--- config.mk ---
export PLATFORM = sky130hd
export DESIGN_NAME = dcache_controller
export DESIGN_NICKNAME = d
export VERILOG_FILES = /design/src/rtl/dcache_pkg.sv /design/src/rtl/dcache_store.sv /design/src/rtl/dcache_controller.sv
export SDC_FILE = /design/constraint.sdc
export NUM_CORES = 1
export LEC_CHECK = 0
export BUFFER_PORTS_ARGS = -buffer_cell sky130_fd_sc_hd__buf_2
export CAP_MARGIN = 0
export CORE_AREA = 2 2 219 221
export DETAILED_ROUTE_END_ITERATION = 7
export DIE_AREA = 0 0 221 223
export GPL_TIMING_DRIVEN = 0
export PLACE_DENSITY = 0.63
export SLEW_MARGIN = 20
export SYNTH_ARGS = -nofsm -noshare
export SYNTH_HDL_FRONTEND = slang
export SYNTH_SLANG_ARGS = --single-unit
--- constraint.sdc ---
create_clock -name clock -period 15.92 [get_ports clock]
set_input_delay 3.184 -clock clock [delete_from_list [all_inputs] [get_ports clock]]
set_output_delay 3.184 -clock clock [all_outputs]
set_load 0.01 [all_outputs]
--- src/rtl/dcache_pkg.sv ---
// dcache_pkg: shared types, geometry constants and address helpers for the
// direct-mapped data cache (dcache_controller / dcache_store).
// Address layout (8-bit byte address): tag=[7:5], index=[4:2], offset=[1:0].
package dcache_pkg;

  localparam int TAG_W    = 3;
  localparam int INDEX_W  = 3;
  localparam int OFFSET_W = 2;
  localparam int LINES    = 8;
  localparam int BLOCK_W  = 32;
  localparam int ADDR_W   = TAG_W + INDEX_W + OFFSET_W;

  typedef enum logic [1:0] {
    S_IDLE      = 2'd0,
    S_WRITEBACK = 2'd1,
    S_FETCH     = 2'd2,
    S_FILL      = 2'd3
  } state_e;

  typedef struct packed {
    logic [TAG_W-1:0]    tag;
    logic [INDEX_W-1:0]  index;
    logic [OFFSET_W-1:0] offset;
  } addr_t;

  function automatic addr_t split_addr(input logic [ADDR_W-1:0] addr);
    return addr_t'(addr);
  endfunction

  // Byte 'off' of a block; byte0 lives in bits [7:0].
  function automatic logic [7:0] block_byte(input logic [BLOCK_W-1:0] blk,
                                            input logic [OFFSET_W-1:0] off);
    return blk[{off, 3'b000} +: 8];
  endfunction

endpackage

--- src/rtl/dcache_store.sv ---
// dcache_store: valid/dirty/tag/data arrays of the direct-mapped cache.
// Ports:
//   clock, reset            : rising-edge clock, async active-high clear
//   lookup_index_i          : combinational lookup -> valid_o/dirty_o/tag_o/data_o
//   byte_we_i/_index/_offset/_data : synchronous byte write, marks line dirty
//   fill_i/_index/_tag/_data        : synchronous line fill, valid=1 dirty=0
// Fill has priority over a byte write (they never coincide in practice).
module dcache_store
  import dcache_pkg::*;
(
  input  logic                clock,
  input  logic                reset,
  input  logic [INDEX_W-1:0]  lookup_index_i,
  output logic                valid_o,
  output logic                dirty_o,
  output logic [TAG_W-1:0]    tag_o,
  output logic [BLOCK_W-1:0]  data_o,
  input  logic                byte_we_i,
  input  logic [INDEX_W-1:0]  byte_index_i,
  input  logic [OFFSET_W-1:0] byte_offset_i,
  input  logic [7:0]          byte_data_i,
  input  logic                fill_i,
  input  logic [INDEX_W-1:0]  fill_index_i,
  input  logic [TAG_W-1:0]    fill_tag_i,
  input  logic [BLOCK_W-1:0]  fill_data_i
);

  logic [LINES-1:0]   valid_q;
  logic [LINES-1:0]   dirty_q;
  logic [TAG_W-1:0]   tag_q  [LINES];
  logic [BLOCK_W-1:0] data_q [LINES];

  assign valid_o = valid_q[lookup_index_i];
  assign dirty_o = dirty_q[lookup_index_i];
  assign tag_o   = tag_q[lookup_index_i];
  assign data_o  = data_q[lookup_index_i];

  always_ff @(posedge clock or posedge reset) begin
    if (reset) begin
      valid_q <= '0;
      dirty_q <= '0;
      for (int i = 0; i < LINES; i++) begin
        tag_q[i]  <= '0;
        data_q[i] <= '0;
      end
    end else if (fill_i) begin
      valid_q[fill_index_i] <= 1'b1;
      dirty_q[fill_index_i] <= 1'b0;
      tag_q[fill_index_i]   <= fill_tag_i;
      data_q[fill_index_i]  <= fill_data_i;
    end else if (byte_we_i) begin
      dirty_q[byte_index_i] <= 1'b1;
      data_q[byte_index_i][{byte_offset_i, 3'b000} +: 8] <= byte_data_i;
    end
  end

endmodule

--- src/rtl/dcache_controller.sv ---
// dcache_controller: direct-mapped, write-back, write-allocate data cache
// between a byte-wide CPU load/store port and a 32-bit block memory.
// Ports:
//   clock, reset (async, active-high)
//   CPU side : read, write, address[7:0], writedata[7:0] -> readdata[7:0], busywait
//   Mem side : mem_read, mem_write, mem_address[5:0], mem_writedata[31:0]
//              <- mem_readdata[31:0], mem_busywait
//   state_o  : current FSM state (dcache_pkg::state_e encoding), debug only
//   hit_count, miss_count [15:0] : only when DCACHE_STATS_EN is defined
// Handshake: CPU holds read/write (and address/data) while busywait=1; the
// cache holds mem_read/mem_write and mem_address/mem_writedata stable until
// mem_busywait is sampled low at a posedge, and drops them the next cycle.
module dcache_controller
  import dcache_pkg::*;
#(
  parameter int unsigned MEM_LATENCY_MAX = 64
) (
  input  logic        clock,
  input  logic        reset,
  input  logic        read,
  input  logic        write,
  input  logic [7:0]  address,
  input  logic [7:0]  writedata,
  output logic [7:0]  readdata,
  output logic        busywait,
  output logic        mem_read,
  output logic        mem_write,
  output logic [5:0]  mem_address,
  output logic [31:0] mem_writedata,
  input  logic [31:0] mem_readdata,
  input  logic        mem_busywait,
  output logic [1:0]  state_o
`ifdef DCACHE_STATS_EN
  , output logic [15:0] hit_count
  , output logic [15:0] miss_count
`endif
);

  state_e             state_q, state_d;
  addr_t              a;
  logic               req, hit;
  logic               line_valid, line_dirty;
  logic [TAG_W-1:0]   line_tag;
  logic [BLOCK_W-1:0] line_data;
  logic [BLOCK_W-1:0] fill_q;
  logic               byte_we, fill;

  assign a   = split_addr(address);
  assign req = read | write;
  assign hit = line_valid && (line_tag == a.tag);
  assign state_o = state_q;

  dcache_store u_store (
    .clock          (clock),
    .reset          (reset),
    .lookup_index_i (a.index),
    .valid_o        (line_valid),
    .dirty_o        (line_dirty),
    .tag_o          (line_tag),
    .data_o         (line_data),
    .byte_we_i      (byte_we),
    .byte_index_i   (a.index),
    .byte_offset_i  (a.offset),
    .byte_data_i    (writedata),
    .fill_i         (fill),
    .fill_index_i   (a.index),
    .fill_tag_i     (a.tag),
    .fill_data_i    (fill_q)
  );

  always_ff @(posedge clock or posedge reset) begin
    if (reset) begin
      state_q <= S_IDLE;
      fill_q  <= '0;
    end else begin
      state_q <= state_d;
      // Capture the block on the completing FETCH edge so FILL does not
      // depend on the memory holding mem_readdata after it goes idle.
      if (state_q == S_FETCH && !mem_busywait) fill_q <= mem_readdata;
    end
  end

  always_comb begin
    state_d       = state_q;
    busywait      = 1'b0;
    readdata      = 8'h00;
    mem_read      = 1'b0;
    mem_write     = 1'b0;
    mem_address   = 6'h00;
    mem_writedata = 32'h0;
    byte_we       = 1'b0;
    fill          = 1'b0;
    case (state_q)
      S_IDLE: begin
        if (req) begin
          if (hit) begin
            // read+write together behaves as a write
            byte_we = write;
            if (!write) readdata = block_byte(line_data, a.offset);
          end else begin
            busywait = 1'b1;
            state_d  = line_dirty ? S_WRITEBACK : S_FETCH;
          end
        end
      end
      S_WRITEBACK: begin
        busywait      = 1'b1;
        mem_write     = 1'b1;
        mem_address   = {line_tag, a.index};
        mem_writedata = line_data;
        // A dropped request still finishes the writeback, then gives up.
        if (!mem_busywait) state_d = req ? S_FETCH : S_IDLE;
      end
      S_FETCH: begin
        busywait    = 1'b1;
        mem_read    = 1'b1;
        mem_address = {a.tag, a.index};
        if (!mem_busywait) state_d = req ? S_FILL : S_IDLE;
      end
      S_FILL: begin
        busywait = 1'b1;
        fill     = 1'b1;
        state_d  = S_IDLE;
      end
      default: state_d = S_IDLE;
    endcase
    // State is forced to IDLE asynchronously; keep the CPU side quiet too
    // while reset is held even if a request is still presented.
    if (reset) begin
      busywait = 1'b0;
      readdata = 8'h00;
      byte_we  = 1'b0;
    end
  end

`ifdef DCACHE_STATS_EN
  logic        just_filled_q;
  logic [15:0] hit_q, miss_q;
  logic        decide;

  assign decide = (state_q == S_IDLE) && req;

  always_ff @(posedge clock or posedge reset) begin
    if (reset) begin
      just_filled_q <= 1'b0;
      hit_q         <= '0;
      miss_q        <= '0;
    end else begin
      // The hit that completes a miss belongs to the already-counted miss.
      just_filled_q <= (state_q == S_FILL);
      if (decide && hit && !just_filled_q && hit_q != 16'hFFFF) hit_q <= hit_q + 16'd1;
      if (decide && !hit && miss_q != 16'hFFFF) miss_q <= miss_q + 16'd1;
    end
  end

  assign hit_count  = hit_q;
  assign miss_count = miss_q;
`endif

`ifndef SYNTHESIS
  logic [15:0] wd_q;
  always_ff @(posedge clock or posedge reset) begin
    if (reset) wd_q <= '0;
    else if ((state_q == S_WRITEBACK || state_q == S_FETCH) && mem_busywait) begin
      if (wd_q != 16'hFFFF) wd_q <= wd_q + 16'd1;
    end else wd_q <= '0;
  end

  a_mem_watchdog: assert property (@(posedge clock) disable iff (reset)
    32'(wd_q) < MEM_LATENCY_MAX);
  a_mem_exclusive: assert property (@(posedge clock) disable iff (reset)
    !(mem_read && mem_write));
`endif

endmodule

---- Word level (Yosys, flattened, before mapping) ----
Cells that the tools add are included.
word-level totals
  input port bits ......................... 53
  flip-flop bits (word level) ............. 330
  output and inout bits ................... 51
cells by class
  add/subtract/negate cells ............... 1
  eq/ne operators ......................... 8
  reductions and logical operators ........ 9
  shifts and indexed selects .............. 3
  order comparisons ....................... 4
  multiplexer cells ....................... 51
  bitwise logic cells ..................... 6
operators by type and width
  cell                      number
  $bwmux W256               2
  $mux W256                 2
  $demux W32 S3             2
  $mux W32                  5
  $bmux W32 S3              1
  $mux W8                   7
  $shift A8 B7 Y32 const A  1
  $shiftx A32 B6 Y8         1
  $shiftx A8 B7 Y32         1
  $bwmux W24                1
  $or A8 B8 Y8              2
  $mux W2                   7
  $mux W1                   13
  $pmux W6 S2               1
  $bmux W3 S3               1
  $demux W3 S3              1
  $mux W3                   3
  $and A8 B8 Y8             1
  $ne A2 B2 Y1 const B      4
  $not A8 Y8                1
  $pmux W2 S4               1
  $neg A5 Y7                1
  $bmux W1 S3               2
  $eq A2 B2 Y1 const B      2
  other kinds (16)          19

---- Depth between registers and ports, before layout ----
  word-level depth ........................ 12
  mapped depth ............................ 13
  gate-level depth less buffers ........... 9

---- Modules after synthesis ----
A second synthesis with hierarchy kept.
second synthesis, totals
  cell total of the unflattened synthesis .. 1698
  area, all modules ....................... 18537.8 µm²
modules (own cells, without submodules)
  module             times used  area an instance (µm²)  seq. area each (µm²)  cells each
  dcache_store       1           16518.3                 7407.1                1536
  dcache_controller  1           2019.4                  850.8                 162

---- Worst setup path after synthesis ----
OpenSTA, ideal clock, no wires.
  kind .................................... input to output
  from .................................... input reset
  to ...................................... output readdata[0]
  required time ........................... 12.736 ns
  buffers on the path ..................... 0
  setup slack ............................. 1.015 ns
  arrival ................................. 11.721 ns
  cell stages on the path ................. 3
  cells stage by stage .................... inv_1 nand4_2 nor2_1
on the way
  cells in the longest elaborated chain, start to end .. 1
ends and longest elaborated chain
  item                RTL line                  source
  start: declaration  dcache_controller.sv:19   input logic reset,
  $mux W8             dcache_controller.sv:129  if (reset) begin
  end: declaration    dcache_controller.sv:24   output logic [7:0] readdata,
No other way between the ends.

---- Worst setup path in the final report ----
  from .................................... input address[4]
  to ...................................... output readdata[1]
on the way
  cells in the longest elaborated chain, start to end .. 10
ends and longest elaborated chain
  item                                                                     RTL line                                          source
  start: declaration                                                       dcache_controller.sv:22                           input logic [7:0] address,
  $not A3 Y4 (not written as such)                                         dcache_store.sv:35, dcache_store.sv:36
  $bmux W32 S3 or $bmux W3 S3 (tied branches)                              dcache_store.sv:36, dcache_store.sv:35
  $mux W32 (not written as such) or $mux W3 (tied branches) (2 in series)  dcache_store.sv:36, dcache_store.sv:35
  $shiftx A32 B6 Y8 or $eq A3 B3 Y1 (tied branches)                        dcache_pkg.sv:33, dcache_controller.sv:50
  $mux W8 or $logic_and A1 B1 Y1 (tied branches)                           dcache_controller.sv:99, dcache_controller.sv:50
  $mux W8 *                                                                dcache_controller.sv:96                           if (hit) begin
  $mux W8 *                                                                dcache_controller.sv:95                           if (req) begin
  $mux W8 *                                                                dcache_controller.sv:93                           case (state_q)
  $mux W8 *                                                                dcache_controller.sv:129
Every way passes the cells marked *; elsewhere a longest branch is shown, timed or not. The select of a mux whose other input is x is not followed.

==> results.cfg <==
[synth]
ys_seq_area_share_pct = 44.3
syn_nets = 2189
synth.distinct_cells = 56
yosys_warnings = 0
synth_cells = 2126
synthFlopType = dfrtp_1
synthesis.area_sq_um = 18600
synth_edf_count = 0
ys_ff_latch = 330
async_flop_share_pct = 100
syn_avg_cell_area_sq_um = 8.76

[final_layout]
finalNonFillerCells = 2921
final_common_cell = nand2_1
final_nets = 2339
fin_area_sq_um = 21500
fin_util_pct = 45.5
syn_to_final_growth_pct = 15.2
final_cell_mix = nand2_1, dfrtp_1, a21oi_1
layout-drive-gt1-share_pct = 16.1

[sta]
relSlewSlack_pct = 13.9
setup_violations = 0
period_needed_ns = 10.58
worst_pin_slew_ns = 1.29
fmax_mhz = 94.5
finClkSkew_ns = 0.0204
rsz0062_at_grt = no
finalCritPeriodShare_pct = 66.5
hold_viol = 0
maxSlewViolCount = 0

[routing]
viasPerCell = 6.56
drc = 0
wl_per_cell_microns = 27.9
totalWireLength_microns = 81600
via_count = 19200
dr.pass1.iters = 6
drt_iter0_drc = 2936
antenna_left = 0

[placed_design]
gp_congestion = 1.00
dpl_cell_area_sq_um = 20100
dp_cells = 2848
portBuffers = 100
hpwl_microns = 56200

[floorplanning]
start_util_pct = 39.5
std_cell_rows = 80
io_pins = 104
coreArea_sq_um = 47100
die_area_sq_um = 49300
die_h_microns = 223
die_w_microns = 221

[hold_path]
hold_class = flop to flop

[global_route]
grt_pass1_wl_microns = 120000
track_usage_pct = 32.5
grt-ovfl-total = 0
grt_antenna_before_repair = 1
grt_pass1_vias = 18200
grt_max_degree = 100

[setup_path]
reg2reg_slack_ns = 11.92
crit_start = address[4]
critPathMaxStageDelay_ns = 1.00
critPathKind = input pin to primary output
worstSetupStartpointType = input pin
cp.required_ns = 12.74
cp.depth = 10
ff2ff_path_depth = 8
r2r_end = u_store.data_q[40]
slowest_stage = clkbuf_1
cp_max_fo = 10
crit_path_end_kind = primary output
endpoint = readdata[1]
critPathBufInv = 6
cp_cell_sequence = clkbuf_1 > buf_2 > buf_2 > clkbuf_1 > clkbuf_1 > nor2_1 > a211oi_1 > mux4_2 > nor2_1 > buf_2
critPathTopFamily = buffers and inverters
timing.rr.start = state_o[1]
crit_arrival_ns = 7.40

[run]
maxCapViolations = 0

[clock_network]
clock_sinks = 330
ctsResizeCount = 0
tritoncts = done
cts_hold_buf = 0
numCtsBuffers = 40
cts-htree-levels = 2
cts-root-buf = clkbuf_16
cts.clk_slew.worst_paths_ns = 0.05
post_cts_buffers = 0
clockBufferDepth = 3
clk-insertion-delay-late_ns = 0.59

[power]
power.density_nw_per_um2 = 156
irDropWorstVdd_v = 0.000105
p_leak_nw = 9.76

[outcome]
status = finished, final reports clean
cell usage after synthesis (3+ instances only):
| library cell | number | area share, % |
|---|---|---|
| o22a_1 | 10 | 0.47 |
| nor2_1 | 147 | 3.0 |
| or2_2 | 10 | 0.34 |
| a221oi_1 | 80 | 3.8 |
| mux4_2 | 27 | 3.3 |
| a31oi_1 | 105 | 3.5 |
| o221ai_1 | 24 | 1.1 |
| o31ai_1 | 6 | 0.24 |
| a31o_2 | 16 | 0.75 |
| a41oi_1 | 6 | 0.28 |
| inv_1 | 71 | 1.4 |
| nor2b_1 | 41 | 1.4 |
| a211oi_1 | 7 | 0.28 |
| clkbuf_1 | 104 | 2.1 |
| dfrtp_1 | 330 | 44 |
| nor4b_1 | 3 | 0.14 |
| mux2_2 | 52 | 3.1 |
| nor4_2 | 5 | 0.34 |
| a22o_1 | 17 | 0.80 |
| nand3_1 | 36 | 0.97 |
| or3_1 | 5 | 0.17 |
| buf_2 | 22 | 0.59 |
| o21ai_0 | 26 | 0.70 |
| buf_1 | 41 | 0.83 |
| o221a_2 | 16 | 0.97 |
| ha_1 | 10 | 0.67 |
| a22oi_1 | 17 | 0.69 |
| a21oi_1 | 234 | 6.3 |
| and2_1 | 18 | 0.60 |
| nand2b_1 | 4 | 0.13 |
| buf_4 | 18 | 0.73 |
| nor3_1 | 13 | 0.35 |
| nand2_1 | 458 | 9.2 |
| o22ai_1 | 60 | 2.0 |
| and3_1 | 20 | 0.67 |
| mux2i_1 | 41 | 2.2 |
routing by layer:
metal / global-route usage (%) / vias up / share of wire (%)
met5: 0 / - / 0.016
met4: 17.9 / 2 / 6.0
met3: 10.6 / 322 / 14
met2: 46.2 / 1428 / 42
met1: 43.7 / 9449 / 39
li1: - / 7967 / -
registers in the layout, summed over array words and instances (netlist names), named ones only:
register,cells
u_store.data_q,256
fill_q,32
u_store.tag_q,24
u_store.valid_q,8
state_o,2
power breakdown:
part	total [mW]	internal, mW	switching [mW]
clock network	0.943	0.556	0.386
registers	1.30	1.14	0.163
logic	1.10	0.411	0.691
total	3.35	2.11	1.24
cell families after synthesis:
family                     count (synthesis)  synth area share (%)
AOI/OAI and AO/OA                        634                  22.6
xor gates and xnor gates                   1                0.0470
adders and majority gates                 10                 0.672
buffers and inverters                    259                  5.77
DFF                                      330                  44.3
muxes                                    122                  8.75
and+or+nand+nor                          770                  17.8
worst register-to-register path, cell delays in order, from the launching register on:
cell and delay [ns]:
dfrtp_1 0.43, inv_1 0.12, ha_1 0.29, nand3_1 0.52, nor3_1 1.05, nand3_1 0.23
o31ai_2 0.89, o22ai_1 0.20, a21oi_1 0.19
stage by stage:
stage / setup slack, ns / hold WS, ns / TNS [ns] / power [mW]
after floorplan: 1.02 / 0.429 / 0 / 1.99
after global placement: -4.37 / 0.445 / -933.64 / 2.33
after detailed placement: 5.52 / 0.449 / 0 / 2.37
after CTS: 5.52 / 0.463 / 0 / 3.31
after global routing: 5.44 / 0.484 / 0 / 3.48
final: 5.34 / 0.463 / 0 / 3.35
final cells by class:
class,count,area (sq um)
inverters,73,282
flip-flops and latches,330,8260
clock buffers,58,1170
diodes,4,10.0
fillers,4534,25700
repair buffers,108,616
clock inverters,10,133
well taps,615,769
multi-input cells,1537,9410
plain buffers,186,807
worst min path at each step:
stage                                   from  cells past startpoint                 end
after global placement    u_store.valid_q[2]                      1  u_store.valid_q[2]
final                     u_store.valid_q[4]                      1  u_store.valid_q[4]
after detailed placement  u_store.valid_q[4]                      1  u_store.valid_q[4]
after CTS                 u_store.valid_q[4]                      1  u_store.valid_q[4]
after floorplan           u_store.valid_q[5]                      1  u_store.valid_q[5]
after global routing      u_store.valid_q[0]                      1  u_store.valid_q[0]
Note: power is estimated with default switching activity, not from simulation.
